## config.mk

```make
export PLATFORM = sky130hd
export DESIGN_NAME = phrase_sequencer
export DESIGN_NICKNAME = d
export VERILOG_FILES = /design/src/rtl/seq_pkg.sv /design/src/rtl/step_timer.sv /design/src/rtl/phrase_sequencer.sv
export SDC_FILE = /design/constraint.sdc
export NUM_CORES = 1
export LEC_CHECK = 0
export CAP_MARGIN = 30
export CORE_ASPECT_RATIO = 1.4
export CORE_MARGIN = 3
export CORE_UTILIZATION = 50
export CTS_CLUSTER_DIAMETER = 50
export DETAILED_ROUTE_END_ITERATION = 16
export PLACE_DENSITY = 0.83
export SETUP_SLACK_MARGIN = 0.3
export SKIP_CTS_REPAIR_TIMING = 1
export SLEW_MARGIN = 10
export SYNTH_ARGS = -nofsm -noshare
export SYNTH_HDL_FRONTEND = slang
export SYNTH_SLANG_ARGS = --single-unit
```

## constraint.sdc

```tcl
create_clock -name clk -period 3.2 [get_ports clk]
set_clock_uncertainty 0.1 [all_clocks]
set_input_delay 0.48 -clock clk [delete_from_list [all_inputs] [get_ports clk]]
set_output_delay 0.48 -clock clk [all_outputs]
set_load 0.01 [all_outputs]
```

## src/rtl/seq_pkg.sv

```systemverilog
// Shared types and default constants for the phrase sequencer.
// Holds the FSM state encoding and default table addresses.
package seq_pkg;

    typedef enum logic [1:0] {
        S_IDLE,
        S_PLAY,
        S_PAUSED,
        S_DONE
    } state_t;

    localparam int DEF_TICK_DIV   = 4;
    localparam int DEF_STEPS      = 16;
    localparam int DEF_FIRST_ADDR = 1;
    localparam int DEF_LAST_ADDR  = 152;
    localparam int DEF_LOOP_ADDR  = 17;

endpackage

```

## src/rtl/step_timer.sv

```systemverilog
// Tick divider plus step counter for the phrase sequencer.
// Ports: clk, rst (sync, active high), en (advance), clr (restart at 0),
//        step (current step), tick_wrap / step_wrap (step / phrase event).
module step_timer #(
    parameter int TICK_DIV = 4,
    parameter int STEPS    = 16
) (
    input  logic       clk,
    input  logic       rst,
    input  logic       en,
    input  logic       clr,
    output logic [3:0] step,
    output logic       tick_wrap,
    output logic       step_wrap
);

    localparam logic [15:0] TICK_LAST = 16'(TICK_DIV - 1);
    localparam logic [3:0]  STEP_LAST = 4'(STEPS - 1);

    logic [15:0] tick;

    // Events are qualified by en so a frozen timer never fires.
    assign tick_wrap = en && (tick == TICK_LAST);
    assign step_wrap = tick_wrap && (step == STEP_LAST);

    always_ff @(posedge clk) begin
        if (rst || clr) begin
            tick <= '0;
            step <= '0;
        end else if (tick_wrap) begin
            tick <= '0;
            step <= step_wrap ? 4'd0 : step + 4'd1;
        end else if (en) begin
            tick <= tick + 16'd1;
        end
    end

endmodule

```

## src/rtl/phrase_sequencer.sv

```systemverilog
// Walks a phrase-ID table, emitting step and phrase strobes.
// Ports: clk, rst, start, pause, loop_en in; rom_addr/db_entry table
//        lookup; phrase_id, step, step_strobe, phrase_strobe,
//        playing, done out.
module phrase_sequencer
    import seq_pkg::*;
#(
    parameter int TICK_DIV         = DEF_TICK_DIV,
    parameter int STEPS_PER_PHRASE = DEF_STEPS,
    parameter int FIRST_ADDR       = DEF_FIRST_ADDR,
    parameter int LAST_ADDR        = DEF_LAST_ADDR,
    parameter int LOOP_ADDR        = DEF_LOOP_ADDR
) (
    input  logic       clk,
    input  logic       rst,
    input  logic       start,
    input  logic       pause,
    input  logic       loop_en,
    output logic [7:0] rom_addr,
    input  logic [4:0] db_entry,
    output logic [4:0] phrase_id,
    output logic [3:0] step,
    output logic       step_strobe,
    output logic       phrase_strobe,
    output logic       playing,
    output logic       done
);

    localparam logic [7:0] A_FIRST = 8'(FIRST_ADDR);
    localparam logic [7:0] A_LAST  = 8'(LAST_ADDR);
    localparam logic [7:0] A_LOOP  = 8'(LOOP_ADDR);

    state_t state_q, state_d;
    logic   load_q;
    logic   go, run, at_last;
    logic   tick_wrap, step_wrap;

    assign go      = (state_q == S_IDLE || state_q == S_DONE) && start;
    assign run     = (state_q == S_PLAY) && !pause;
    assign at_last = (rom_addr == A_LAST);
    assign playing = (state_q == S_PLAY) || (state_q == S_PAUSED);
    assign done    = (state_q == S_DONE);

    step_timer #(
        .TICK_DIV (TICK_DIV),
        .STEPS    (STEPS_PER_PHRASE)
    ) u_timer (
        .clk       (clk),
        .rst       (rst),
        .en        (run),
        .clr       (go),
        .step      (step),
        .tick_wrap (tick_wrap),
        .step_wrap (step_wrap)
    );

    always_ff @(posedge clk) begin
        if (rst) state_q <= S_IDLE;
        else     state_q <= state_d;
    end

    always_comb begin
        state_d = state_q;
        case (state_q)
            S_IDLE, S_DONE: begin
                if (start) state_d = S_PLAY;
            end
            S_PLAY: begin
                if (pause)
                    state_d = S_PAUSED;
                else if (step_wrap && at_last && !loop_en)
                    state_d = S_DONE;
            end
            S_PAUSED: begin
                if (!pause) state_d = S_PLAY;
            end
            default: state_d = S_IDLE;
        endcase
    end

    // load_q marks that rom_addr just moved and db_entry must be
    // captured on the next running cycle.
    always_ff @(posedge clk) begin
        if (rst) begin
            rom_addr      <= '0;
            phrase_id     <= '0;
            load_q        <= 1'b0;
            step_strobe   <= 1'b0;
            phrase_strobe <= 1'b0;
        end else begin
            step_strobe   <= 1'b0;
            phrase_strobe <= 1'b0;
            if (go) begin
                rom_addr <= A_FIRST;
                load_q   <= 1'b1;
            end else if (run) begin
                if (load_q) begin
                    phrase_id     <= db_entry;
                    phrase_strobe <= 1'b1;
                    step_strobe   <= 1'b1;
                    load_q        <= 1'b0;
                end
                if (step_wrap) begin
                    if (!at_last) begin
                        rom_addr <= rom_addr + 8'd1;
                        load_q   <= 1'b1;
                    end else if (loop_en) begin
                        rom_addr <= A_LOOP;
                        load_q   <= 1'b1;
                    end else begin
                        phrase_id <= '0;
                    end
                end else if (tick_wrap) begin
                    step_strobe <= 1'b1;
                end
            end
        end
    end

endmodule

```

==> flow_summary_export.csv, run 1 <==
group,metric,value,unit
routing,via_count,1756,
routing,routed_wl,4.33,mm
floorplanning,die_w,59.5,um
clocking,clockBufferDepth,2,
cells_and_area,final_area,0.00242,mm^2
worst_setup_path,worstPathArrival,1.69,ns
floorplanning,io_pins,31,
clocking,cts-htree-levels,2,
synthesis,syn_area,0.00200,mm^2
global_route,track_usage,0.204,
synthesis,postSynthAreaPerCell,8.89,um^2
synthesis,synth_edf_count,0,
cells_and_area,layout_commonest_cell,"dfxtp_1",
global_route,met2_usage,0.372,
worst_setup_path,cp-end-kind,"output port",
min_path,worstHoldPathType,"flip-flop to flip-flop",
power_and_ir_drop,switching_share,0.255,
placed_design,gp_congestion,0.832,
sta,fin_crit,2.27,ns
clocking,clkSinkCount,38,
placed_design,dp_cells,291,
min_path,hp-start,"u_timer.tick[15]",
cells_and_area,layout.nets,274,
global_route,antenna_found_initial,0,
global_route,first_global_vias,1734,
synthesis,muxShareOfSynthArea,0.0600,
global_route,grt_pass1_wl,7.51,mm
worst_setup_path,worst-endpoint-required,2.62,ns
synthesis,ys_seq_area_frac,0.380,
worst_setup_path,crit_buf_inv,3,
worst_setup_path,crit_chain,"inv_1 > ha_1 > inv_1 > clkdlybuf4s50_1",
power_and_ir_drop,p_clk_frac,0.331,
sta,rsz0062_at_grt,"false",
cells_and_area,drive_gt1_frac,0.0739,
worst_setup_path,r2r_start,"rom_addr[0]",
routing,wl_per_cell,14.5,um
global_route,grt.overflow.total,0,
placed_design,io_buffers,30,
clocking,clk_pin_slew_worst_paths,0.07,ns
floorplanning,core-area,0.00374,mm^2
worst_setup_path,start_kind,"flip-flop",
sta,finalMaxSlewViolations,0,
cells_and_area,syn2layout_area_growth,21.0,%
job,max_cap_viol_count,0,
power_and_ir_drop,vdd.ir_drop.worst,0.362,mV
clocking,clk_root_buffer_cell,"clkbuf_8",
synthesis,synthSimpleGateAreaFrac,0.336,
power_and_ir_drop,comb_power_share,0.136,
worst_setup_path,ff2ff_setup_slack,0.95,ns
min_path,whs_endpoint,"u_timer.tick[15]",
power_and_ir_drop,internal-power,0.000690,W
synthesis,netlist_instances,225,
routing,vias_per_cell,5.87,
sta,setup_viol,0,
synthesis,synth_xor_xnor_area_share,0.0569,
global_route,grt_max_degree,16,
sta,max_freq,440,MHz
synthesis,synth_fa_ha_area_frac,0.0438,
worst_setup_path,critPathMostFrequentCell,"inv_1",
worst_setup_path,cp_max_fo,5,
routing,drt_pass1_iterations,4,
floorplanning,initial_core_util,0.535,
clocking,cts_tree,"done",
power_and_ir_drop,switchingPower,0.000236,W
synthesis,ys_warn_count,0,
global_route,grtUsageMet1,0.218,
cells_and_area,final_cells,299,
synthesis,syn_nets,242,
floorplanning,num_rows,26,
routing,initialDrtViolationCount,88,
outcome,status,"complete, no violations",
placed_design,place_ws,0.652,ns
cells_and_area,antenna_cells,0,
power_and_ir_drop,total_power,0.000926,W
worst_setup_path,ff2ff_path_depth,6,
worst_setup_path,max_stage_delay,0.54,ns
routing,drc_errors,0,
worst_setup_path,crit_path_top_delay_cell,"clkdlybuf4s50_1",
sta,hold_viol,0,
sta,finalCritPeriodShare,0.711,
synthesis,synth-main-ff-cell,"dfxtp_1",
sta,setup_tns,0,ns
power_and_ir_drop,power_leakage,0.864,nW
synthesis,ys_ff_latch,38,
power_and_ir_drop,powerDensity,382,mW/mm^2
worst_setup_path,reg2reg_to,"rom_addr[0]",
synthesis,async_reset_ff_frac,0,
placed_design,place_area,0.00233,mm^2
synthesis,synthDistinctLibCells,46,
synthesis,synth_top_family_by_area,"simple AND/OR/NAND/NOR gates",
power_and_ir_drop,seqPwrFrac,0.533,
clocking,cts_buffers,5,
synthesis,synth_compound_area_frac,0.0926,
floorplanning,die-area,0.00481,mm^2
min_path,worstHoldPathCells,2,
clocking,clkLatencyLatePin,0.29,ns
sta,slew_headroom,0.464,
routing,ant_nets,0,
global_route,gr-max-usage-layer,"met2",
sta,setup_ws,0.926,ns
global_route,use_met3,0.0350,
worst_setup_path,path_class,"flip-flop to output port",
worst_setup_path,path_delay_family,"buffers and inverters",
floorplanning,die_h,80.8,um
placed_design,dp_hpwl,3.28,mm
cells_and_area,layout_common_cells,"dfxtp_1 (38), clkdlybuf4s50_1 (30), nor2_1 (18), nand2_1 (18)",
sta,tightest_slew,0.798,ns
-- metrics by stage --
step | util | hold slack (ns)
5_1_grt | 0.647 | 0.432
2_1_floorplan | - | 0.347
4_1_cts | 0.645 | 0.401
3_5_place_dp | 0.624 | 0.386
3_3_place_gp | 0.624 | 0.368
6_report | 0.647 | 0.411
-- logic make-up after synthesis --
family | after synthesis
adders and majority gates | 7
muxes | 12
xor gates and xnor gates | 13
AOI/OAI and AO/OA | 28
and+or+nand+nor | 112
buffers and inverters | 15
DFF | 38
-- state kept, by name, indices dropped and copies added (netlist names) --
register / cells
u_timer.tick: 16
rom_addr: 8
phrase_id: 5
u_timer.step: 4
state_q: 2
load_q: 1
phrase_strobe: 1
step_strobe: 1
-- synthesized netlist by cell type, types with 4 or more instances --
cell,instances,area share
a31oi_1,4,0.013
xnor2_1,8,0.035
a21oi_1,7,0.018
nand3b_1,5,0.019
clkbuf_1,4,0.0075
buf_2,4,0.010
xor2_1,5,0.022
nor3_1,10,0.025
nand2_1,18,0.034
ha_1,7,0.044
nand3_1,12,0.030
o21ai_0,5,0.013
nor2_1,18,0.034
nand2b_1,4,0.013
nand4_1,10,0.031
nor2b_1,4,0.013
nor4_1,4,0.013
and4_1,4,0.018
inv_1,7,0.013
dfxtp_1,38,0.38
mux2i_1,12,0.060
-- layer usage --
metal  wire length, um  vias to the layer above
met4                90                        0
met3                91                        8
met2              2330                       24
met1              1810                      834
li1                  -                      890
met5                 0                        -
-- worst min-delay path: stages, from the launching register on --
cell and delay, ns:
dfxtp_1 0.33, o41ai_1 0.07, a21oi_1 0.06
-- area by class of cell --
cell class | count | area [um^2]
Clock buffer | 5 | 68.8
Multi-Input combinational cell | 172 | 1180
Inverter | 7 | 26.3
Clock inverter | 2 | 10.0
Tap cell | 42 | 52.6
Sequential cell | 38 | 761
Fill cell | 319 | 1320
Timing Repair Buffer | 33 | 323
-- power groups by stage --
stage | sequential, W | combinational [W] | clock [W]
CTS | 0.000494 | 0.000124 | 0.000320
global route | 0.000496 | 0.000140 | 0.000339
floorplan | 0.000504 | 0.0000772 | 0
global placement | 0.000505 | 0.000121 | 0
detailed placement | 0.000504 | 0.000124 | 0
finish | 0.000494 | 0.000126 | 0.000306
-- how the worst max path moves through the flow --
stage,start,endpoint,slack (ns),cells after the start
after floorplan,rom_addr[0],rom_addr[5],1.10,6
after global placement,pause,rom_addr[0],0.71,5
after detailed placement,pause,rom_addr[0],0.65,5
after CTS,u_timer.tick[14],u_timer.tick[2],0.71,4
after global routing,u_timer.tick[14],phrase_id[0],0.73,4
final,state_q[0],playing,0.93,4
Note: power is estimated with default switching activity, not from simulation.
==> run 2: changes to the inputs <==
Clock period 3.2 ns to 2.1 ns, I/O delays scaled along.
==> run 2 against run 1 <==
Compared with the run above: count of clock-buffer cells in the layout grew 2; total power grew 66%; via count grew 15%; global-route usage grew 2.3 points; critical path depth grew 2; register-to-register slack lost 0.72 ns; worst hold slack gained 0.010 ns; sequential cell count is the same; wire length grew 35%; largest cell class unchanged.
==> flow_summary_export.csv, run 2 (synthesis gave the netlist of run 1 again) <==
group,metric,value,unit
outcome,status,"complete, no violations",
placed_design,dp_hpwl,3.73,mm
worst_setup_path,cp_max_fo,2,
power_and_ir_drop,p_clk_frac,0.343,
power_and_ir_drop,total_power,0.00154,W
global_route,antenna_found_initial,0,
routing,via_count,2015,
power_and_ir_drop,comb_power_share,0.169,
cells_and_area,largest_reg_flops,16,
routing,vias_per_cell,6.09,
global_route,grt_max_degree,16,
cells_and_area,top_regs,"u_timer.tick: 16 flops, rom_addr: 8 flops, phrase_id: 5 flops",
floorplanning,initial_core_util,0.535,
placed_design,place_area,0.00251,mm^2
global_route,first_global_vias,1827,
cells_and_area,layout_common_cells,"clkdlybuf4s50_1 (26), dfxtp_1 (25), buf_4 (24)",
min_path,worstHoldPathType,"flip-flop to flip-flop",
sta,rsz0062_at_grt,"true",
worst_setup_path,path_class,"flip-flop to flip-flop",
cells_and_area,n_fill_cell,222,
power_and_ir_drop,seqPwrFrac,0.488,
global_route,track_usage,0.227,
worst_setup_path,cp-end-kind,"flip-flop",
sta,tightest_slew,0.411,ns
floorplanning,die_h,80.8,um
floorplanning,die-area,0.00481,mm^2
cells_and_area,finish.utilization,0.781,
routing,ant_nets,0,
sta,setup_viol,0,
clocking,clkSinkCount,38,
cells_and_area,layout.nets,305,
clocking,cts_tree,"done",
clocking,clkLatencyLatePin,0.30,ns
worst_setup_path,startpoint,"rom_addr[0]",
global_route,grt_pass1_wl,8.41,mm
cells_and_area,syn2layout_area_growth,46.0,%
cells_and_area,drive_gt1_frac,0.308,
clocking,cts_buffers,5,
sta,finalMaxSlewViolations,0,
power_and_ir_drop,power_leakage,1.12,nW
worst_setup_path,worstPathArrival,1.97,ns
power_and_ir_drop,powerDensity,527,mW/mm^2
routing,drt_pass1_iterations,4,
job,max_cap_viol_count,0,
worst_setup_path,r2r_start,"rom_addr[0]",
placed_design,io_buffers,30,
worst_setup_path,start_kind,"flip-flop",
routing,initialDrtViolationCount,136,
sta,fin_crit,1.87,ns
power_and_ir_drop,switchingPower,0.000411,W
power_and_ir_drop,internal-power,0.00113,W
floorplanning,core-area,0.00374,mm^2
clocking,clockBufferDepth,2,
sta,max_freq,534,MHz
floorplanning,die_w,59.5,um
power_and_ir_drop,vdd.ir_drop.worst,0.502,mV
sta,hold_viol,0,
routing,drc_errors,0,
sta,slew_headroom,0.722,
floorplanning,io_pins,31,
sta,finalCritPeriodShare,0.892,
worst_setup_path,worst-endpoint-required,2.19,ns
cells_and_area,final_area,0.00292,mm^2
cells_and_area,antenna_cells,0,
clocking,clk_pin_slew_worst_paths,0.07,ns
power_and_ir_drop,switching_share,0.267,
min_path,hp-start,"u_timer.tick[15]",
floorplanning,num_rows,26,
routing,wl_per_cell,17.7,um
cells_and_area,layout_commonest_cell,"clkdlybuf4s50_1",
cells_and_area,regMostFlops,"u_timer.tick",
clocking,clk_root_buffer_cell,"clkbuf_8",
placed_design,gp_congestion,0.870,
clocking,cts-htree-levels,2,
global_route,grt.overflow.total,0,
routing,routed_wl,5.86,mm
==> run 2: cell types whose count changed in the layout (fill, tap and decap cells not counted), moves of 3 or more <==
cell             previous run  this run
buf_6                       0         9
ha_4                        0         5
inv_2                       0         3
dlymetal6s2s_1              0         4
dfxtp_2                     0         7
clkdlybuf4s50_1            30        26
ha_1                        7         2
dfxtp_1                    38        25
buf_4                       3        24
inv_1                       7         4
dfxtp_4                     0         6
==> run 2: metrics by stage <==
step / TNS (ns) / setup WS (ns) / cells / hold WS, ns
finish: 0 / 0.226 / 331 / 0.421
global route: 0 / 0.174 / 331 / 0.437
CTS: -0.0556 / -0.0556 / 320 / 0.390
detailed placement: -0.283 / -0.107 / 312 / 0.379
global placement: -0.0862 / -0.0862 / 312 / 0.365
floorplan: 0 / 0.177 / 225 / 0.347
==> run 2: final timing paths <==
check                          end  slack, ns  depth (start not counted)
setup / recovery       rom_addr[5]       0.23                          6
hold / removal    u_timer.tick[15]       0.42                          2
setup reg to reg       rom_addr[5]       0.23                          6
hold reg to reg   u_timer.tick[15]       0.42                          2
==> run 2: final cells by class <==
class	count	area [um^2]	share of cell area
clock inverters	1	5.00	0.00171
multi-input cells	172	1360	0.466
well taps	42	52.6	0.0180
clock buffers	7	86.3	0.0296
inverters	7	26.3	0.00900
flip-flops and latches	38	792	0.271
repair buffers	64	597	0.204
==> run 2: per-layer routing <==
metal | track usage | up-vias | routed length, um
met1 | 0.257 | 973 | 2310
met3 | 0.0429 | 16 | 214
li1 | - | 962 | -
met2 | 0.387 | 64 | 3170
met5 | 0 | - | 0
met4 | 0.134 | 0 | 163
==> run 2: power groups by stage <==
stage / Combinational [W] / Sequential [W] / Clock [W]
after floorplan: 0.000125 / 0.000768 / 0
after global placement: 0.000211 / 0.000765 / 0
after detailed placement: 0.000218 / 0.000765 / 0
after CTS: 0.000219 / 0.000748 / 0.000540
after global routing: 0.000282 / 0.000753 / 0.000560
final: 0.000260 / 0.000751 / 0.000527
==> run 2: critical path, cell delays in order (launching register included) <==
cell	delay, ns
dfxtp_4	0.36
inv_2	0.04
ha_4	0.15
and4bb_4	0.19
a311o_2	0.32
or4_4	0.48
mux2i_1	0.12
==> run 3: changes to the inputs <==
Settings changed: PLACE_DENSITY 0.83 to 0.78.
==> run 3 against run 2 <==
Compared with the run above: combinational power down 12%; critical path type is now flip-flop to output port; maximum frequency down 5.9%; via count down 5.0%; count of clock-buffer cells in the layout unchanged; clock power down 2%; register-to-register slack worse by 0.096 ns; sequential share of layout area up 0.64 points.
==> flow_summary_export.csv, run 3 (synthesis gave the netlist of run 1 again) <==
group,metric,value,unit
sta,setup_viol,0,
worst_setup_path,critPathMostFrequentCell,"inv_1",
routing,initialDrtViolationCount,87,
sta,fin_crit,1.99,ns
global_route,met2_usage,0.427,
routing,vias_per_cell,5.95,
worst_setup_path,path_class,"flip-flop to output port",
worst_setup_path,crit_buf_inv,3,
routing,drt_pass1_iterations,4,
cells_and_area,top_regs,"u_timer.tick: 16 flops, rom_addr: 8 flops, phrase_id: 5 flops",
global_route,grt_max_degree,16,
placed_design,place_ws,-0.114,ns
cells_and_area,n_fill_cell,268,
worst_setup_path,cp-end-kind,"output port",
global_route,first_global_vias,1921,
placed_design,gp_congestion,0.851,
power_and_ir_drop,power_leakage,1.06,nW
floorplanning,io_pins,31,
sta,hold_viol,0,
floorplanning,core-area,0.00374,mm^2
worst_setup_path,worstPathArrival,1.58,ns
cells_and_area,layout_common_cells,"clkdlybuf4s50_1 (29), dfxtp_1 (29), buf_4 (22)",
floorplanning,die_h,80.8,um
sta,tightest_slew,0.451,ns
global_route,grt.overflow.total,0,
cells_and_area,largest_reg_flops,16,
clocking,clk_root_buffer_cell,"clkbuf_8",
routing,wl_per_cell,17.1,um
global_route,track_usage,0.229,
cells_and_area,final_area,0.00281,mm^2
worst_setup_path,path_depth,4,
clocking,clkSinkCount,38,
global_route,grt_pass1_wl,8.42,mm
global_route,gr-max-usage-layer,"met2",
power_and_ir_drop,powerDensity,534,mW/mm^2
worst_setup_path,cp_max_fo,5,
sta,finalMaxSlewViolations,0,
cells_and_area,syn2layout_area_growth,40.3,%
global_route,antenna_found_initial,0,
worst_setup_path,start_kind,"flip-flop",
sta,rsz0062_at_grt,"true",
cells_and_area,regMostFlops,"u_timer.tick",
min_path,worstHoldPathType,"flip-flop to flip-flop",
worst_setup_path,crit_chain,"inv_1 > ha_4 > inv_1 > clkdlybuf4s50_1",
sta,slew_headroom,0.699,
clocking,clkLatencyLatePin,0.29,ns
placed_design,place_area,0.00251,mm^2
job,max_cap_viol_count,0,
routing,via_count,1915,
floorplanning,initial_core_util,0.535,
placed_design,io_buffers,30,
sta,max_freq,502,MHz
sta,setup_tns,0,ns
worst_setup_path,worst-endpoint-required,1.68,ns
worst_setup_path,ff2ff_path_depth,6,
routing,routed_wl,5.51,mm
worst_setup_path,path_delay_family,"buffers and inverters",
cells_and_area,antenna_cells,0,
min_path,worstHoldPathCells,2,
cells_and_area,layout.nets,296,
worst_setup_path,max_stage_delay,0.53,ns
global_route,use_met3,0.0413,
clocking,cts_tree,"done",
floorplanning,die_w,59.5,um
clocking,clockBufferDepth,2,
floorplanning,num_rows,26,
clocking,cts-htree-levels,2,
sta,setup_ws,0.109,ns
sta,finalCritPeriodShare,0.948,
clocking,cts_buffers,5,
clocking,clk_pin_slew_worst_paths,0.08,ns
worst_setup_path,crit_path_top_delay_cell,"clkdlybuf4s50_1",
placed_design,dp_hpwl,3.77,mm
floorplanning,die-area,0.00481,mm^2
outcome,status,"complete, no violations",
cells_and_area,drive_gt1_frac,0.282,
power_and_ir_drop,vdd.ir_drop.worst,0.506,mV
routing,ant_nets,0,
global_route,grtUsageMet1,0.237,
routing,drc_errors,0,
[run 3: metrics by stage]
step                      instances  total power, W  hold slack [ns]  utilization
final                           322         0.00150            0.415        0.751
after global routing            322         0.00157            0.436        0.751
after CTS                       320         0.00148            0.412        0.696
after detailed placement        312        0.000975            0.399        0.671
after global placement          312        0.000969            0.373        0.671
after floorplan                 225        0.000893            0.347            -
[run 3: layout make-up]
type	count	area, um^2	area share
Timing Repair Buffer	55	502	0.179
Multi-Input combinational cell	172	1360	0.483
Tap cell	42	52.6	0.0187
Clock inverter	1	5.00	0.00178
Inverter	7	26.3	0.00936
Sequential cell	38	779	0.278
Clock buffer	7	86.3	0.0307
[run 3: worst min-delay path, cell delays in order, from the launching register on]
cell	delay (ns)
dfxtp_2	0.34
o21ai_0	0.07
a21oi_1	0.06
[run 3: per-layer routing]
metal | routed length (um) | vias up | part of all wire
li1 | - | 934 | -
met1 | 2070 | 917 | 0.38
met2 | 3120 | 45 | 0.57
met3 | 151 | 19 | 0.027
met4 | 171 | 0 | 0.031
met5 | 0 | - | 0
[run 3: report_power, final]
group	leakage, nW	switching, W	internal, W	total [W]
clock	0.0482	0.000252	0.000265	0.000517
combinational	0.698	0.000114	0.000114	0.000228
sequential	0.312	0.0000182	0.000736	0.000755
total	1.06	0.000385	0.00112	0.00150
[run 3: worst paths after layout]
path / to / slack, ns / startpoint
worst max register to register: rom_addr[5] / 0.13 / rom_addr[0]
worst max-delay path: playing / 0.11 / state_q[0]
worst min-delay path: u_timer.step[1] / 0.41 / u_timer.step[1]
worst min register to register: u_timer.step[1] / 0.41 / u_timer.step[1]
